==> src/rtl/move_recorder_pkg.sv <==
// Shared move-entry definitions: move codes, capacity, key indices and the
// slot addressing helpers used to place a move inside the packed order words.
package move_recorder_pkg;

  localparam logic [6:0] MOVES_PER_WORD = 7'd14;
  localparam logic [6:0] MAX_MOVES      = 7'd70;
  localparam int         NUM_WORDS      = 5;
  localparam int         NUM_KEYS       = 5;

  localparam logic [1:0] MV_UE     = 2'd0;
  localparam logic [1:0] MV_SHITA  = 2'd1;
  localparam logic [1:0] MV_HIDARI = 2'd2;
  localparam logic [1:0] MV_MIGI   = 2'd3;

  localparam int KEY_UE     = 0;
  localparam int KEY_SHITA  = 1;
  localparam int KEY_HIDARI = 2;
  localparam int KEY_MIGI   = 3;
  localparam int KEY_FIN    = 4;

  // Word index = n / 14 via a compare chain (valid for n < 70).
  function automatic logic [2:0] slot_word(input logic [6:0] n);
    if (n >= 7'd56)      return 3'd4;
    else if (n >= 7'd42) return 3'd3;
    else if (n >= 7'd28) return 3'd2;
    else if (n >= 7'd14) return 3'd1;
    else                 return 3'd0;
  endfunction

  // Slot within the word = n % 14 via subtract chain.
  function automatic logic [3:0] slot_offset(input logic [6:0] n);
    logic [6:0] r;
    if (n >= 7'd56)      r = n - 7'd56;
    else if (n >= 7'd42) r = n - 7'd42;
    else if (n >= 7'd28) r = n - 7'd28;
    else if (n >= 7'd14) r = n - 7'd14;
    else                 r = n;
    return r[3:0];
  endfunction

endpackage

==> src/rtl/move_recorder_key_debounce.sv <==
// One key bit: 2-FF synchroniser, two-sample debounce on the shared sample
// enable, and a single-cycle pulse on each debounced rising edge.
module key_debounce (
  input  logic clk,
  input  logic rst_n,
  input  logic sample_en,
  input  logic raw,
  output logic pulse
);

  logic sync1;
  logic sync2;
  logic last_sample;
  logic level;

  // Level changes only after two consecutive agreeing samples.
  always_ff @(posedge clk or negedge rst_n) begin
    if (!rst_n) begin
      sync1       <= 1'b0;
      sync2       <= 1'b0;
      last_sample <= 1'b0;
      level       <= 1'b0;
      pulse       <= 1'b0;
    end else begin
      sync1 <= raw;
      sync2 <= sync1;
      pulse <= 1'b0;
      if (sample_en) begin
        last_sample <= sync2;
        if (sync2 && last_sample) begin
          level <= 1'b1;
          pulse <= ~level;
        end else if (!sync2 && !last_sample) begin
          level <= 1'b0;
        end else begin
          level <= level;
        end
      end else begin
        last_sample <= last_sample;
        level       <= level;
      end
    end
  end

endmodule

==> src/rtl/move_recorder.sv <==
// Move entry front-end: debounced keys become 2-bit move codes packed into
// five 28-bit order words, with a finish/clear key toggling ENTRY and DONE.
module move_recorder
  import move_recorder_pkg::*;
#(
  parameter int TICK_W = 12
) (
  input  logic        clk,
  input  logic        rst_n,
  input  logic [4:0]  key,
  output logic [27:0] cnt,
  output logic [27:0] ord1,
  output logic [27:0] ord2,
  output logic [27:0] ord3,
  output logic [27:0] ord4,
  output logic [27:0] ord5,
  output logic        comp,
  output logic        full
);

  localparam logic ENTRY = 1'b0;
  localparam logic DONE  = 1'b1;

  logic [TICK_W-1:0]              tick;
  logic                           sample_en;
  logic [NUM_KEYS-1:0]            press;

  logic                           state_q, state_n;
  logic [6:0]                     cnt_q, cnt_n;
  logic [NUM_WORDS-1:0][27:0]     ord_q, ord_n;
  logic                           comp_q, comp_n;
  logic                           full_q, full_n;

  logic [1:0]                     code;
  logic [2:0]                     widx;
  logic [3:0]                     off;

  always_ff @(posedge clk or negedge rst_n) begin
    if (!rst_n) tick <= '0;
    else        tick <= tick + 1'b1;
  end

  assign sample_en = (tick == '0);

  for (genvar i = 0; i < NUM_KEYS; i++) begin : g_key
    key_debounce u_deb (
      .clk       (clk),
      .rst_n     (rst_n),
      .sample_en (sample_en),
      .raw       (key[i]),
      .pulse     (press[i])
    );
  end

  always_ff @(posedge clk or negedge rst_n) begin
    if (!rst_n) begin
      state_q <= ENTRY;
      cnt_q   <= 7'd0;
      ord_q   <= '0;
      comp_q  <= 1'b0;
      full_q  <= 1'b0;
    end else begin
      state_q <= state_n;
      cnt_q   <= cnt_n;
      ord_q   <= ord_n;
      comp_q  <= comp_n;
      full_q  <= full_n;
    end
  end

  // Lowest-index direction wins when several pulse together.
  always_comb begin
    if (press[KEY_UE])          code = MV_UE;
    else if (press[KEY_SHITA])  code = MV_SHITA;
    else if (press[KEY_HIDARI]) code = MV_HIDARI;
    else                        code = MV_MIGI;
  end

  assign widx = slot_word(cnt_q);
  assign off  = slot_offset(cnt_q);

  always_comb begin
    state_n = state_q;
    cnt_n   = cnt_q;
    ord_n   = ord_q;
    comp_n  = comp_q;
    full_n  = full_q;
    case (state_q)
      ENTRY: begin
        if (press[KEY_FIN] && (cnt_q != 7'd0)) begin
          comp_n  = 1'b1;
          state_n = DONE;
        end else if ((|press[KEY_MIGI:KEY_UE]) && (cnt_q < MAX_MOVES)) begin
          ord_n[widx][{off, 1'b0} +: 2] = code;
          cnt_n  = cnt_q + 7'd1;
          full_n = ((cnt_q + 7'd1) == MAX_MOVES);
        end else begin
          state_n = ENTRY;
        end
      end
      DONE: begin
        if (press[KEY_FIN]) begin
          cnt_n   = 7'd0;
          ord_n   = '0;
          comp_n  = 1'b0;
          full_n  = 1'b0;
          state_n = ENTRY;
        end else begin
          state_n = DONE;
        end
      end
      default: state_n = ENTRY;
    endcase
  end

  assign cnt  = {21'd0, cnt_q};
  assign ord1 = ord_q[0];
  assign ord2 = ord_q[1];
  assign ord3 = ord_q[2];
  assign ord4 = ord_q[3];
  assign ord5 = ord_q[4];
  assign comp = comp_q;
  assign full = full_q;

endmodule
==> config.mk <==
export PLATFORM = sky130hd
export DESIGN_NAME = move_recorder
export DESIGN_NICKNAME = d
export VERILOG_FILES = /design/src/rtl/move_recorder_pkg.sv /design/src/rtl/move_recorder_key_debounce.sv /design/src/rtl/move_recorder.sv
export SDC_FILE = /design/constraint.sdc
export NUM_CORES = 1
export LEC_CHECK = 0
export ABC_AREA = 1
export ABC_CLOCK_PERIOD_IN_PS = 3730
export CORE_MARGIN = 1.5
export CORE_UTILIZATION = 40
export DETAILED_ROUTE_END_ITERATION = 16
export HOLD_SLACK_MARGIN = 0.1
export PLACE_DENSITY = 0.65
export SYNTH_ARGS = -nofsm -noshare
export SYNTH_HDL_FRONTEND = slang
export SYNTH_SLANG_ARGS = --single-unit
==> constraint.sdc <==
create_clock -name clk -period 3.73 [get_ports clk]
set_clock_uncertainty 0.1 [all_clocks]
set_input_delay 0.373 -clock clk [delete_from_list [all_inputs] [get_ports clk]]
set_output_delay 0.373 -clock clk [all_outputs]
set_load 0.02 [all_outputs]
==> flow_summary.yaml <==
global_routing:
  antenna_found_initial: 0
  grt_usage: 0.215
  grt_pass1_vias: 7333
  grt_max_degree: 96
  gr-total-overflow: 0
  grt_pass1_wl_um: 39600
yosys:
  synth-seq-cells: 187
  synth_top_area_share: 0.519
  syn_avg_cell_area_um2: 8.43
  synth.distinct_cells: 42
  synth.cell_area_um2: 9020
  syn_inst: 1070
  synth_edf_count: 0
  ys.flop_type: "dfrtp_1"
  synth_commonest_cells: "nand2_1, dfrtp_1, inv_1, nand3_1"
  yosysWarnings: 0
  async_reset_ff_frac: 1.00
  synth_most_common_cell: "nand2_1"
  yosysSeqAreaShare: 0.519
  synthTopCellsByArea: "dfrtp_1, nand2_1, nand3_1"
  synth_top_cell_by_area: "dfrtp_1"
clock_tree:
  cts_tree: "built"
  clk_pin_slew_ns: 0.08
  cts_buffers: 17
  clk_latency_ns: 0.43
  root_buffer: "clkbuf_16"
  clockBufferDepth: 2
  cts-resized-gates: 0
  cts_num_sinks: 187
  post-cts-setup-buffers: 0
  htreeDepth: 4
detailed_routing:
  drt_pre_antenna_iters: 12
  dr_wl_met3_um: 1540
  wl_met2_um: 11400
  drc: 18
  dr.max_layer_used: "met4"
  totalWireLength_um: 24400
  wl_per_cell_um: 16.1
  drt-met1-wl_um: 11200
  drtIter0Drc: 528
  vias: 7635
  drtAntennaViolNets: 0
  avgViaCountPerCell: 5.02
sta:
  tightest_slew_ns: 1.11
  hold-worst-slack_ns: 0.254
  max_freq_ghz: 0.295
  rsz0062_at_grt: "false"
  fin_crit_sh: 0.907
  finalCriticalPeriod_ns: 3.38
  finalSetupViolCount: 0
  fin_tns_setup_ns: 0
  slew_headroom: 0.256
  slew_viol_final: 0
  hold_viol: 0
placed_design:
  hpwl_um: 17300
  port_buffers: 155
  placed_cells: 1487
  gp_congestion: 0.907
power_and_ir_drop:
  ir_worst_vdd_v: 0.000300
  pwr_density_cell_nw_per_um2: 346
  p_total_mw: 3.96
  leakage_nw: 5.45
final_layout:
  final_nets: 1252
  layout.cells.non_filler: 1520
  fillers: 1994
  area_growth_pct: 26.7
  diodes: 0
  drive_gt1_frac: 0.0839
worst_setup_path:
  cp.arrival_ns: 3.62
  ff2ff_path_depth: 17
  crit_type: "reg -> reg"
  rrSetupSlack_ns: 0.35
  cp-startpoint: "cnt_q[0]"
  r2r-end: "ord1[24]"
  setup.worst_path.end_class: "flip-flop"
  worstReg2RegStart: "cnt_q[0]"
  worstPathRequired_ns: 3.96
  worstPathMaxFanout: 12
  worstSetupStartpointType: "flip-flop"
outcome:
  violations: "DRC"
  status: "complete, but fails checks"
min_path:
  hold_path.class: "reg -> reg"
  holdPathStages: 0
  hp-start: "g_key[1].u_deb.sync1"
  holdPathEnd: "g_key[1].u_deb.sync2"
floorplanning:
  start_util: 0.411
  die_x_um: 153
  rows: 54
  die_height_um: 153
  core_um2: 22000
  die-area_um2: 23500
  ios: 177
run:
  maxCapViolations: 0
[critical path, cell delays in order, from the launching register on]
cell and delay [ns]:
dfrtp_1 0.50, inv_2 0.27, ha_1 0.21, nand3_1 0.11, a31oi_4 0.28, inv_2 0.11, nand2_1 0.11, nand2_1 0.09
nand2_4 0.11, ha_1 0.28, inv_1 0.09, nand3_1 0.10, nor2_1 0.20, nand2_1 0.24, o21ai_0 0.25, inv_1 0.10
nand2_1 0.07, nand2_1 0.04
[cell type report]
class | count | area [µm²] | share of cell area
well taps | 280 | 350 | 0.0306
repair buffers | 172 | 1700 | 0.148
multi-input cells | 720 | 3610 | 0.316
inverters | 129 | 487 | 0.0426
clock inverters | 15 | 179 | 0.0157
flip-flops and latches | 187 | 4680 | 0.409
clock buffers | 17 | 425 | 0.0372
[metrics by stage]
step / worst slack [ns] / util / instance area (µm²)
CTS: 0.382 / 0.521 / 11400
finish: 0.345 / 0.521 / 11400
floorplan: 0.737 / - / 9090
global placement: 0.463 / 0.493 / 10800
global route: 0.0641 / 0.521 / 11400
detailed placement: 0.448 / 0.493 / 10800
[logic make-up after synthesis]
group,Yosys count,synth area share
and+or+nand+nor,517,0.262
DFF,187,0.519
buffers and inverters,183,0.0889
xor gates and xnor gates,17,0.0165
other,1,0.000416
adders and majority gates,18,0.0250
AOI/OAI and AO/OA,147,0.0887
[placed cells by master (no fill, tap or decap), types with 3 or more instances in the layout]
cell type,instances
nor2_2,10
a21oi_1,5
clkdlybuf4s50_1,154
nand4_1,12
inv_1,115
clkinv_4,4
xor2_1,15
o22ai_1,9
dfrtp_1,187
nand3_1,101
nand2_1,282
inv_2,12
nand3_2,3
nand2_4,5
ha_1,18
buf_4,15
nor3_1,11
nor4_1,5
nand2_2,9
nor2_1,66
nor2_4,5
conb_1,21
inv_8,5
o31ai_1,8
o21ai_1,53
clkbuf_16,17
o21ai_0,66
[per-layer routing]
layer  up-vias  track usage
li1       3722            -
met1      3645        0.299
met2       246        0.344
met3        22       0.0439
met4         0       0.0528
met5         -            0
[power breakdown]
part	switching, mW	internal, mW
Clock	0.891	0.963
Combinational	0.0603	0.0100
Sequential	0.00222	2.03
Total	0.953	3.00
[repair_timing]
action,4_1_cts,5_1_grt
endpoints found under the setup margin,0,0
hold endpoints to repair,93,0
hold buffers,1,0
[flip-flops by register name, indices dropped and copies added (netlist names)]
| name | count |
|---|---|
| ord5 | 28 |
| ord4 | 28 |
| state_q | 1 |
| g_key.u_deb.sync1 | 5 |
| g_key.u_deb.level | 5 |
| g_key.u_deb.last_sample | 5 |
| cnt_q | 7 |
| comp | 1 |
| ord2 | 28 |
| ord3 | 28 |
| ord1 | 28 |
| g_key.u_deb.sync2 | 5 |
| full | 1 |
| tick | 12 |
| g_key.u_deb.pulse | 5 |
[worst max path at each step]
stage,slack (ns),depth (start not counted),to
6_report,0.35,17,ord1[24]
5_1_grt,0.06,17,ord1[24]
3_5_place_dp,0.45,16,ord1[13]
3_3_place_gp,0.46,15,ord1[0]
2_1_floorplan,0.74,17,ord5[22]
4_1_cts,0.38,16,ord1[13]
(Power assumes the default switching activity.)
